File: config.mk
export PLATFORM = sky130hd
export DESIGN_NAME = mem_port_ctrl
export DESIGN_NICKNAME = d
export VERILOG_FILES = /design/src/rtl/mem_port_ctrl.sv
export SDC_FILE = /design/constraint.sdc
export NUM_CORES = 1
export LEC_CHECK = 0
export CAP_MARGIN = 5
export CORE_ASPECT_RATIO = 1.4
export CORE_MARGIN = 8
export CORE_UTILIZATION = 35
export DETAILED_ROUTE_END_ITERATION = 16
export PLACE_DENSITY = 0.85
export SKIP_CTS_REPAIR_TIMING = 1
export SLEW_MARGIN = 15
export SYNTH_ARGS = -nofsm -noshare
export SYNTH_HDL_FRONTEND = slang
export SYNTH_SLANG_ARGS = --single-unit
File: constraint.sdc
create_clock -name clk -period 6 [get_ports clk]
set_clock_uncertainty 0.1 [all_clocks]
set_input_delay 1.2 -clock clk [delete_from_list [all_inputs] [get_ports clk]]
set_output_delay 1.2 -clock clk [all_outputs]
set_load 0.05 [all_outputs]
File: src/rtl/mem_port_ctrl.sv
// ---------------------------------------------------------------------------
// mem_port_ctrl
// Memory port stage between the multicycle control FSM and a single-port
// BSRAM. It turns FSM strobes into BSRAM cycles and tracks reads in flight.
// Returned data is steered into the instruction register (IR) or the memory
// data register (MDR). The IR opcode field is exported back to the FSM.
//
// Parameters
//   ADDR_W    BSRAM word-address width
//   DATA_W    data width (IR is always 32 bits)
//   READ_LAT  BSRAM read latency: 1 = bypass, 2 = pipeline (uses oce)
//   IR_RST    IR reset value (NOP)
//
// Ports
//   clk, rst          clock; asynchronous active-high reset
//   ce_i/oce_i/wre_i  FSM access request, output-reg enable, write enable
//   iord_sel          address select: 0 = pc (fetch), 1 = alu_out (data)
//   ir_write_en       tags a read as an instruction fetch
//   pc, alu_out       byte addresses for fetch / data access
//   store_data        write data
//   mem_dout          BSRAM read data
//   mem_ce/oce/wre    BSRAM strobes (combinational, forced low in reset)
//   mem_ad, mem_din   BSRAM word address and write data (combinational)
//   ir_q, inst_opcode instruction register and its opcode field
//   mdr_q             memory data register
//   rd_valid          one-cycle pulse after the IR or MDR is updated
//   busy              a read is in flight
//   misalign_err      sticky misaligned-access flag (MEM_MISALIGN_CHECK_EN only)
//
// Build option
//   MEM_MISALIGN_CHECK_EN  When defined, accesses with addr[1:0] != 0 are
//                          suppressed and flagged on misalign_err. When it is
//                          not defined, addr[1:0] is ignored.
// ---------------------------------------------------------------------------
module mem_port_ctrl #(
   parameter int unsigned ADDR_W   = 10,
   parameter int unsigned DATA_W   = 32,
   parameter int unsigned READ_LAT = 1,
   parameter logic [31:0] IR_RST   = 32'h0000_0013
) (
   input  logic              clk,
   input  logic              rst,
   input  logic              ce_i,
   input  logic              oce_i,
   input  logic              wre_i,
   input  logic              iord_sel,
   input  logic              ir_write_en,
   input  logic [31:0]       pc,
   input  logic [31:0]       alu_out,
   input  logic [DATA_W-1:0] store_data,
   input  logic [DATA_W-1:0] mem_dout,
   output logic              mem_ce,
   output logic              mem_oce,
   output logic              mem_wre,
   output logic [ADDR_W-1:0] mem_ad,
   output logic [DATA_W-1:0] mem_din,
   output logic [31:0]       ir_q,
   output logic [6:0]        inst_opcode,
   output logic [DATA_W-1:0] mdr_q,
   output logic              rd_valid,
   output logic              busy
`ifdef MEM_MISALIGN_CHECK_EN
   ,
   output logic              misalign_err
`endif
);

   localparam bit PIPE_MODE = (READ_LAT == 2);

   logic [31:0]         addr_c;
   logic                misaligned_c;
   logic                acc_c;
   logic                push_c;
   logic                head_vld_c;
   logic                head_dst_c;
   logic [READ_LAT-1:0] pv_q, pv_d;
   logic [READ_LAT-1:0] pd_q, pd_d;
   logic [31:0]         ir_d;
   logic [DATA_W-1:0]   mdr_d;
   logic                rd_valid_q, rd_valid_d;
   logic                busy_q, busy_d;
   logic                unused_addr_bits;

   // Address mux; only the word-address bits reach the BSRAM
   assign addr_c = iord_sel ? alu_out : pc;

`ifdef MEM_MISALIGN_CHECK_EN
   assign misaligned_c = (addr_c[1:0] != 2'b00);
`else
   assign misaligned_c = 1'b0;
`endif

   // A misaligned access is dropped entirely: no strobe, no write, no push
   assign acc_c  = ce_i & ~misaligned_c;
   assign push_c = acc_c & ~wre_i;

   assign unused_addr_bits = ^{addr_c[31:ADDR_W+2], addr_c[1:0]};

   // BSRAM strobes, held off while reset is asserted
   assign mem_ce  = acc_c & ~rst;
   assign mem_wre = acc_c & wre_i & ~rst;
   assign mem_oce = PIPE_MODE & oce_i & ~rst;
   assign mem_ad  = addr_c[ADDR_W+1:2];
   assign mem_din = store_data;

   // Read-tracking shift pipe: stage 0 takes the new read, last stage is head
   generate
      if (READ_LAT > 1) begin : g_pipe_deep
         assign pv_d = {pv_q[READ_LAT-2:0], push_c};
         assign pd_d = {pd_q[READ_LAT-2:0], push_c & ir_write_en};
      end else begin : g_pipe_one
         assign pv_d = push_c;
         assign pd_d = push_c & ir_write_en;
      end
   endgenerate

   assign head_vld_c = pv_q[READ_LAT-1];
   assign head_dst_c = pd_q[READ_LAT-1];

   // Completion: head entry steers BSRAM data into IR or MDR
   always_comb begin
      ir_d       = ir_q;
      mdr_d      = mdr_q;
      rd_valid_d = head_vld_c;
      busy_d     = |pv_d;
      if (head_vld_c) begin
         if (head_dst_c) begin
            ir_d = 32'(mem_dout);
         end else begin
            mdr_d = mem_dout;
         end
      end
   end

   always_ff @(posedge clk or posedge rst) begin
      if (rst) begin
         pv_q       <= '0;
         pd_q       <= '0;
         ir_q       <= IR_RST;
         mdr_q      <= '0;
         rd_valid_q <= 1'b0;
         busy_q     <= 1'b0;
      end else begin
         pv_q       <= pv_d;
         pd_q       <= pd_d;
         ir_q       <= ir_d;
         mdr_q      <= mdr_d;
         rd_valid_q <= rd_valid_d;
         busy_q     <= busy_d;
      end
   end

`ifdef MEM_MISALIGN_CHECK_EN
   logic misalign_q, misalign_d;

   // Sticky until reset
   assign misalign_d = misalign_q | (ce_i & misaligned_c);

   always_ff @(posedge clk or posedge rst) begin
      if (rst) begin
         misalign_q <= 1'b0;
      end else begin
         misalign_q <= misalign_d;
      end
   end

   assign misalign_err = misalign_q;
`endif

   assign rd_valid    = rd_valid_q;
   assign busy        = busy_q;
   assign inst_opcode = ir_q[6:0];

endmodule
==> flow_metrics.py, run 1 <==
metrics = {
    "status": {
        "outcome": "complete, no violations",
    },
    "worst_setup_path": {
        "crit_arrival_ps": 3050,
        "required_ps": 4700,
        "cp_max_fo": 10,
        "critical_path_class": "input port to primary output",
        "worstSetupEndpointType": "primary output",
        "critPathLaunchType": "input port",
    },
    "clock_network": {
        "cts.path.max_buffers": 2,
        "numCtsBuffers": 9,
        "insertion_delay_ps": 320,
        "root_buffer": "clkbuf_16",
        "clk_pin_slew_ps": 50,
        "htree_levels": 3,
        "cts.sinks": 67,
        "cts_tree": "done",
    },
    "detailed_routing": {
        "drc": 0,
        "drt_iter0_markers": 54,
        "wl_per_cell_um": 18.6,
        "dr.pass1.iters": 4,
        "wirelength_mm": 7.63,
        "ant_nets": 0,
        "vias": 1939,
        "via_per_inst": 4.72,
    },
    "sta": {
        "period_minus_slack_ps": 4350,
        "finalMaxSlewViolations": 0,
        "setup_violations": 0,
        "worst_pin_slew_ps": 1130,
        "setup_tns_ps": 0,
        "min_period_over_period_pct": 72.6,
        "slew_headroom_pct": 24.6,
        "rsz0062_at_grt": "false",
        "hold_violations": 0,
        "max_freq_mhz": 230,
    },
    "synthesis": {
        "synth_area_um2": 2960,
        "ys_types": 13,
        "synth.area.top_cells": "dfrtp_1, mux2_2, buf_4",
        "syn_nets": 332,
        "seq_area_frac_synth_pct": 56.9,
        "yosysMostFrequentCell": "mux2_2",
        "async_flop_share_pct": 100,
        "synth_top_area_cell": "dfrtp_1",
        "synth.top_cell.area_share_pct": 54.2,
        "synth_common_cells": "mux2_2, dfrtp_1, buf_4, mux2_4, buf_2",
        "yosys_warnings": 0,
        "avgSynthCellArea_um2": 15.0,
        "netlist_instances": 197,
        "ys_ff_latch": 67,
        "ys.flop_type": "dfrtp_1",
        "synth_edf_count": 0,
    },
    "final_layout": {
        "area_growth_pct": 50.5,
        "fin_util_pct": 54.2,
        "fin_nets": 439,
        "antenna_cells": 0,
        "drive_gt1_share_pct": 30.1,
    },
    "global_route": {
        "overflow": 0,
        "antenna_found_initial": 0,
        "grt_max_degree": 68,
        "grt_pass1_vias": 2222,
        "grt_first_pass_wirelength_mm": 11.9,
        "grt_usage_pct": 13.2,
    },
    "place": {
        "place.gp.congestion": 0.735,
        "portBuffers": 142,
        "post-dp-hpwl_mm": 5.76,
    },
    "floorplanning": {
        "dieArea_um2": 11700,
        "die_w_um": 93.7,
        "io_pins": 253,
        "row_count": 39,
        "initial_utilization_pct": 36.1,
        "die_y_um": 125,
        "core_um2": 8200,
    },
    "run": {
        "drv_cap": 0,
    },
    "pwr": {
        "max-vdd-ir-drop_mv": 0.313,
        "p_per_area_nw_per_um2": 416,
        "p_leak_uw": 0.00184,
    },
    "min_path": {
        "min_path_type": "flop to flop",
    },
}
## area by class of cell
| class | instances | area, µm² |
|---|---|---|
| multi-input cells | 81 | 910 |
| fillers | 694 | 3750 |
| repair buffers | 144 | 1440 |
| inverters | 1 | 3.75 |
| flip-flops and latches | 67 | 1680 |
| clock buffers | 14 | 254 |
| clock inverters | 2 | 35.0 |
| well taps | 102 | 128 |
## state kept, by name, indices dropped and copies added (netlist names)
name        flops
head_dst_c      1
head_vld_c      1
ir_q           32
mdr_q          32
rd_valid        1
## final timing paths
check / startpoint / endpoint / slack (ps) / depth (start not counted)
worst max-delay path: iord_sel / mem_ad[0] / 1650 / 3
worst min-delay path: head_vld_c / rd_valid / 390 / 0
worst max register to register: head_vld_c / mdr_q[16] / 3980 / 2
worst min register to register: head_vld_c / rd_valid / 390 / 0
max in group asynchronous: rst / ir_q[20] / 3890 / 3
min in group asynchronous: rst / mdr_q[14] / 1360 / 3
## cell families after synthesis
logic type    count (synthesis)  synth area share [%]
buf+inv                      49                  12.6
flops                        67                  56.9
other cells                   1                 0.127
mux                          74                  29.2
simple gates                  6                  1.19
## power by group
group,leakage [µW],switching (µW),internal (µW),total (µW)
Sequential,0.000785,48.5,544,592
Combinational,0.000912,476,279,755
Clock,0.000141,170,332,502
Total,0.00184,694,1160,1850
## routing by layer
| layer | track usage [%] | vias to the layer above | wire [µm] |
|---|---|---|---|
| met1 | 12.8 | 962 | 2740 |
| met5 | 0 | - | 0 |
| li1 | - | 842 | - |
| met2 | 23.1 | 118 | 3960 |
| met3 | 5.67 | 17 | 801 |
| met4 | 6.37 | 0 | 133 |
## critical path, cell delays in order
cell and delay, ps:
clkdlybuf4s50_1 740, mux2_2 390, clkdlybuf4s50_1 720
## metrics by stage
step | cell area [µm²] | hold slack (ps) | power, µW | worst slack, ps | instances
floorplan | 2960 | 564 | 1150 | 2230 | 197
global placement | 4160 | 387 | 1350 | 1640 | 395
detailed placement | 4160 | 392 | 1360 | 1610 | 395
CTS | 4450 | 404 | 1880 | 1610 | 411
global route | 4450 | 416 | 1920 | 1550 | 411
finish | 4450 | 386 | 1850 | 1650 | 411
## cells in the final DEF (no fill, tap or decap)
cell               n
clkdlybuf4s50_1  142
mux2_2            66
dfrtp_1           64
clkbuf_16          9
mux2_4             8
clkbuf_1           4
dfstp_2            3
nor2b_1            2
and2_1             2
buf_4              2
nand2_1            1
nor2b_4            1
inv_2              1
conb_1             1
bufinv_16          1
clkbuf_8           1
clkinv_2           1
Power figures use the tool's default switching activity.
==> inputs of run 2 (changes only) <==
- CORE_UTILIZATION: 35 -> 29
- PLACE_DENSITY: 0.85 -> 0.75
- clock period: 6 -> 3.9 ns (I/O delays scaled with it)
==> run 2 against run 1 <==
  * Total power grew 49%
  * First-iteration DRC count decreased by 48%
  * Final area grew 0.34%
  * Setup slack got worse by 1300 ps
  * Largest cell class unchanged
  * Sequential cell count unchanged
  * Combinational power rose by 54%
  * Sequential power grew 54%
  * Critical path depth unchanged
==> flow_metrics.py, run 2 (synthesized netlist as in run 1, its figures left out) <==
metrics = {
    "final_layout": {
        "fin_util_pct": 45.1,
        "layout.cells.most_common": "clkdlybuf4s50_1",
        "antenna_cells": 0,
        "drive_gt1_share_pct": 30.3,
        "layout_common_cells": "clkdlybuf4s50_1, mux2_2, dfrtp_1",
        "area_growth_pct": 51.0,
        "fin_nets": 440,
        "top_regs": "ir_q x32, mdr_q x32",
    },
    "floorplanning": {
        "core_um2": 9900,
        "initial_utilization_pct": 29.9,
        "row_count": 43,
        "dieArea_um2": 13700,
        "io_pins": 253,
        "die_y_um": 135,
        "die_w_um": 101,
    },
    "sta": {
        "min_period_over_period_pct": 90.1,
        "slew_headroom_pct": 26.1,
        "setup_tns_ps": 0,
        "worst_pin_slew_ps": 1110,
        "rsz0062_at_grt": "false",
        "period_minus_slack_ps": 3520,
        "holdWs_ps": 379,
        "hold_violations": 0,
        "finalMaxSlewViolations": 0,
        "setup_violations": 0,
        "max_freq_mhz": 284,
    },
    "clock_network": {
        "htree_levels": 3,
        "cts_tree": "done",
        "numCtsBuffers": 9,
        "insertion_delay_ps": 320,
        "cts.path.max_buffers": 2,
        "root_buffer": "clkbuf_16",
        "clk_pin_slew_ps": 50,
        "cts.sinks": 67,
    },
    "detailed_routing": {
        "via_per_inst": 4.27,
        "vias": 1902,
        "drc": 0,
        "wirelength_mm": 7.53,
        "wl_per_cell_um": 16.9,
        "dr.pass1.iters": 3,
        "drt_iter0_markers": 28,
        "ant_nets": 0,
    },
    "global_route": {
        "grt_pass1_vias": 2238,
        "antenna_found_initial": 0,
        "grt_first_pass_wirelength_mm": 11.7,
        "grt_max_degree": 33,
        "overflow": 0,
        "grt_usage_pct": 11.3,
    },
    "place": {
        "place.gp.congestion": 0.675,
        "post-dp-hpwl_mm": 5.92,
        "portBuffers": 142,
    },
    "pwr": {
        "power.share.combinational_pct": 42.1,
        "p_per_area_nw_per_um2": 617,
        "seqPwrFrac_pct": 33.0,
        "internal-power_uw": 1690,
        "max-vdd-ir-drop_mv": 0.209,
        "clock_power_share_pct": 24.9,
        "swShare_pct": 38.5,
        "switching_power_uw": 1060,
        "p_leak_uw": 0.00183,
    },
    "worst_setup_path": {
        "path_depth": 3,
        "crit_path_max_incr_delay_ps": 740,
        "crit_end": "mem_ad[6]",
        "critPathLaunchType": "input port",
        "critPathLaunch": "iord_sel",
        "reg2reg_depth": 2,
        "crit_chain": "clkdlybuf4s50_1 > mux2_2 > clkdlybuf4s50_1",
        "r2r_slack_ps": 1890,
        "cp_slowest_cell": "clkdlybuf4s50_1",
        "cp_max_fo": 10,
        "r2r_end": "mdr_q[15]",
        "required_ps": 3020,
        "r2r_start": "head_vld_c",
        "critical_path_class": "input port to primary output",
        "crit_buf_inv": 2,
        "worstSetupEndpointType": "primary output",
        "crit_arrival_ps": 2640,
        "crit_family": "buffers and inverters",
        "cp_common_cell": "clkdlybuf4s50_1",
    },
    "run": {
        "drv_cap": 0,
    },
    "min_path": {
        "min_path_type": "flop to flop",
        "whs_path_depth": 0,
    },
    "status": {
        "outcome": "complete, no violations",
    },
}
## run 2: cell count changes in the layout (fill, tap and decap cells not counted)
cell / previous run / this run
clkinv_2: 1 / 3
clkbuf_8: 1 / 0
bufinv_16: 1 / 0
buf_4: 2 / 3
## run 2: stage by stage
stage / setup WS [ps] / std cells / instance area, µm² / total power [µW]
after global placement: 401 / 429 / 4210 / 2080
final: 384 / 445 / 4460 / 2750
after floorplan: 968 / 197 / 2960 / 1770
after CTS: 358 / 445 / 4460 / 2800
after detailed placement: 370 / 429 / 4210 / 2090
after global routing: 307 / 445 / 4460 / 2870
## run 2: area by class of cell
| class | count | area (µm²) |
|---|---|---|
| Clock inverter | 3 | 15.0 |
| Inverter | 1 | 3.75 |
| Sequential cell | 67 | 1680 |
| Fill cell | 918 | 5440 |
| Multi-Input combinational cell | 81 | 910 |
| Clock buffer | 13 | 240 |
| Tap cell | 135 | 169 |
| Timing Repair Buffer | 145 | 1440 |
## run 2: power by group through the flow
stage	logic (µW)	clock network (µW)	registers (µW)
floorplan	376	0	1390
global placement	1160	0	911
detailed placement	1170	0	920
CTS	1180	718	910
global route	1200	748	927
finish	1160	687	909
## run 2: routing by layer
layer,vias to the layer above,global-route usage (%),share of wire (%)
li1,846,-,-
met1,931,10.2,35
met2,102,20.1,52
met3,23,3.91,9.1
met4,0,8.65,4.0
met5,-,0,0
## run 2: worst min-delay path by stage
stage	slack (ps)	start	endpoint
after global routing	380	head_vld_c	rd_valid
after CTS	380	head_vld_c	rd_valid
after floorplan	560	head_dst_c	ir_q[16]
final	380	head_vld_c	rd_valid
after detailed placement	360	head_vld_c	rd_valid
after global placement	340	head_vld_c	rd_valid
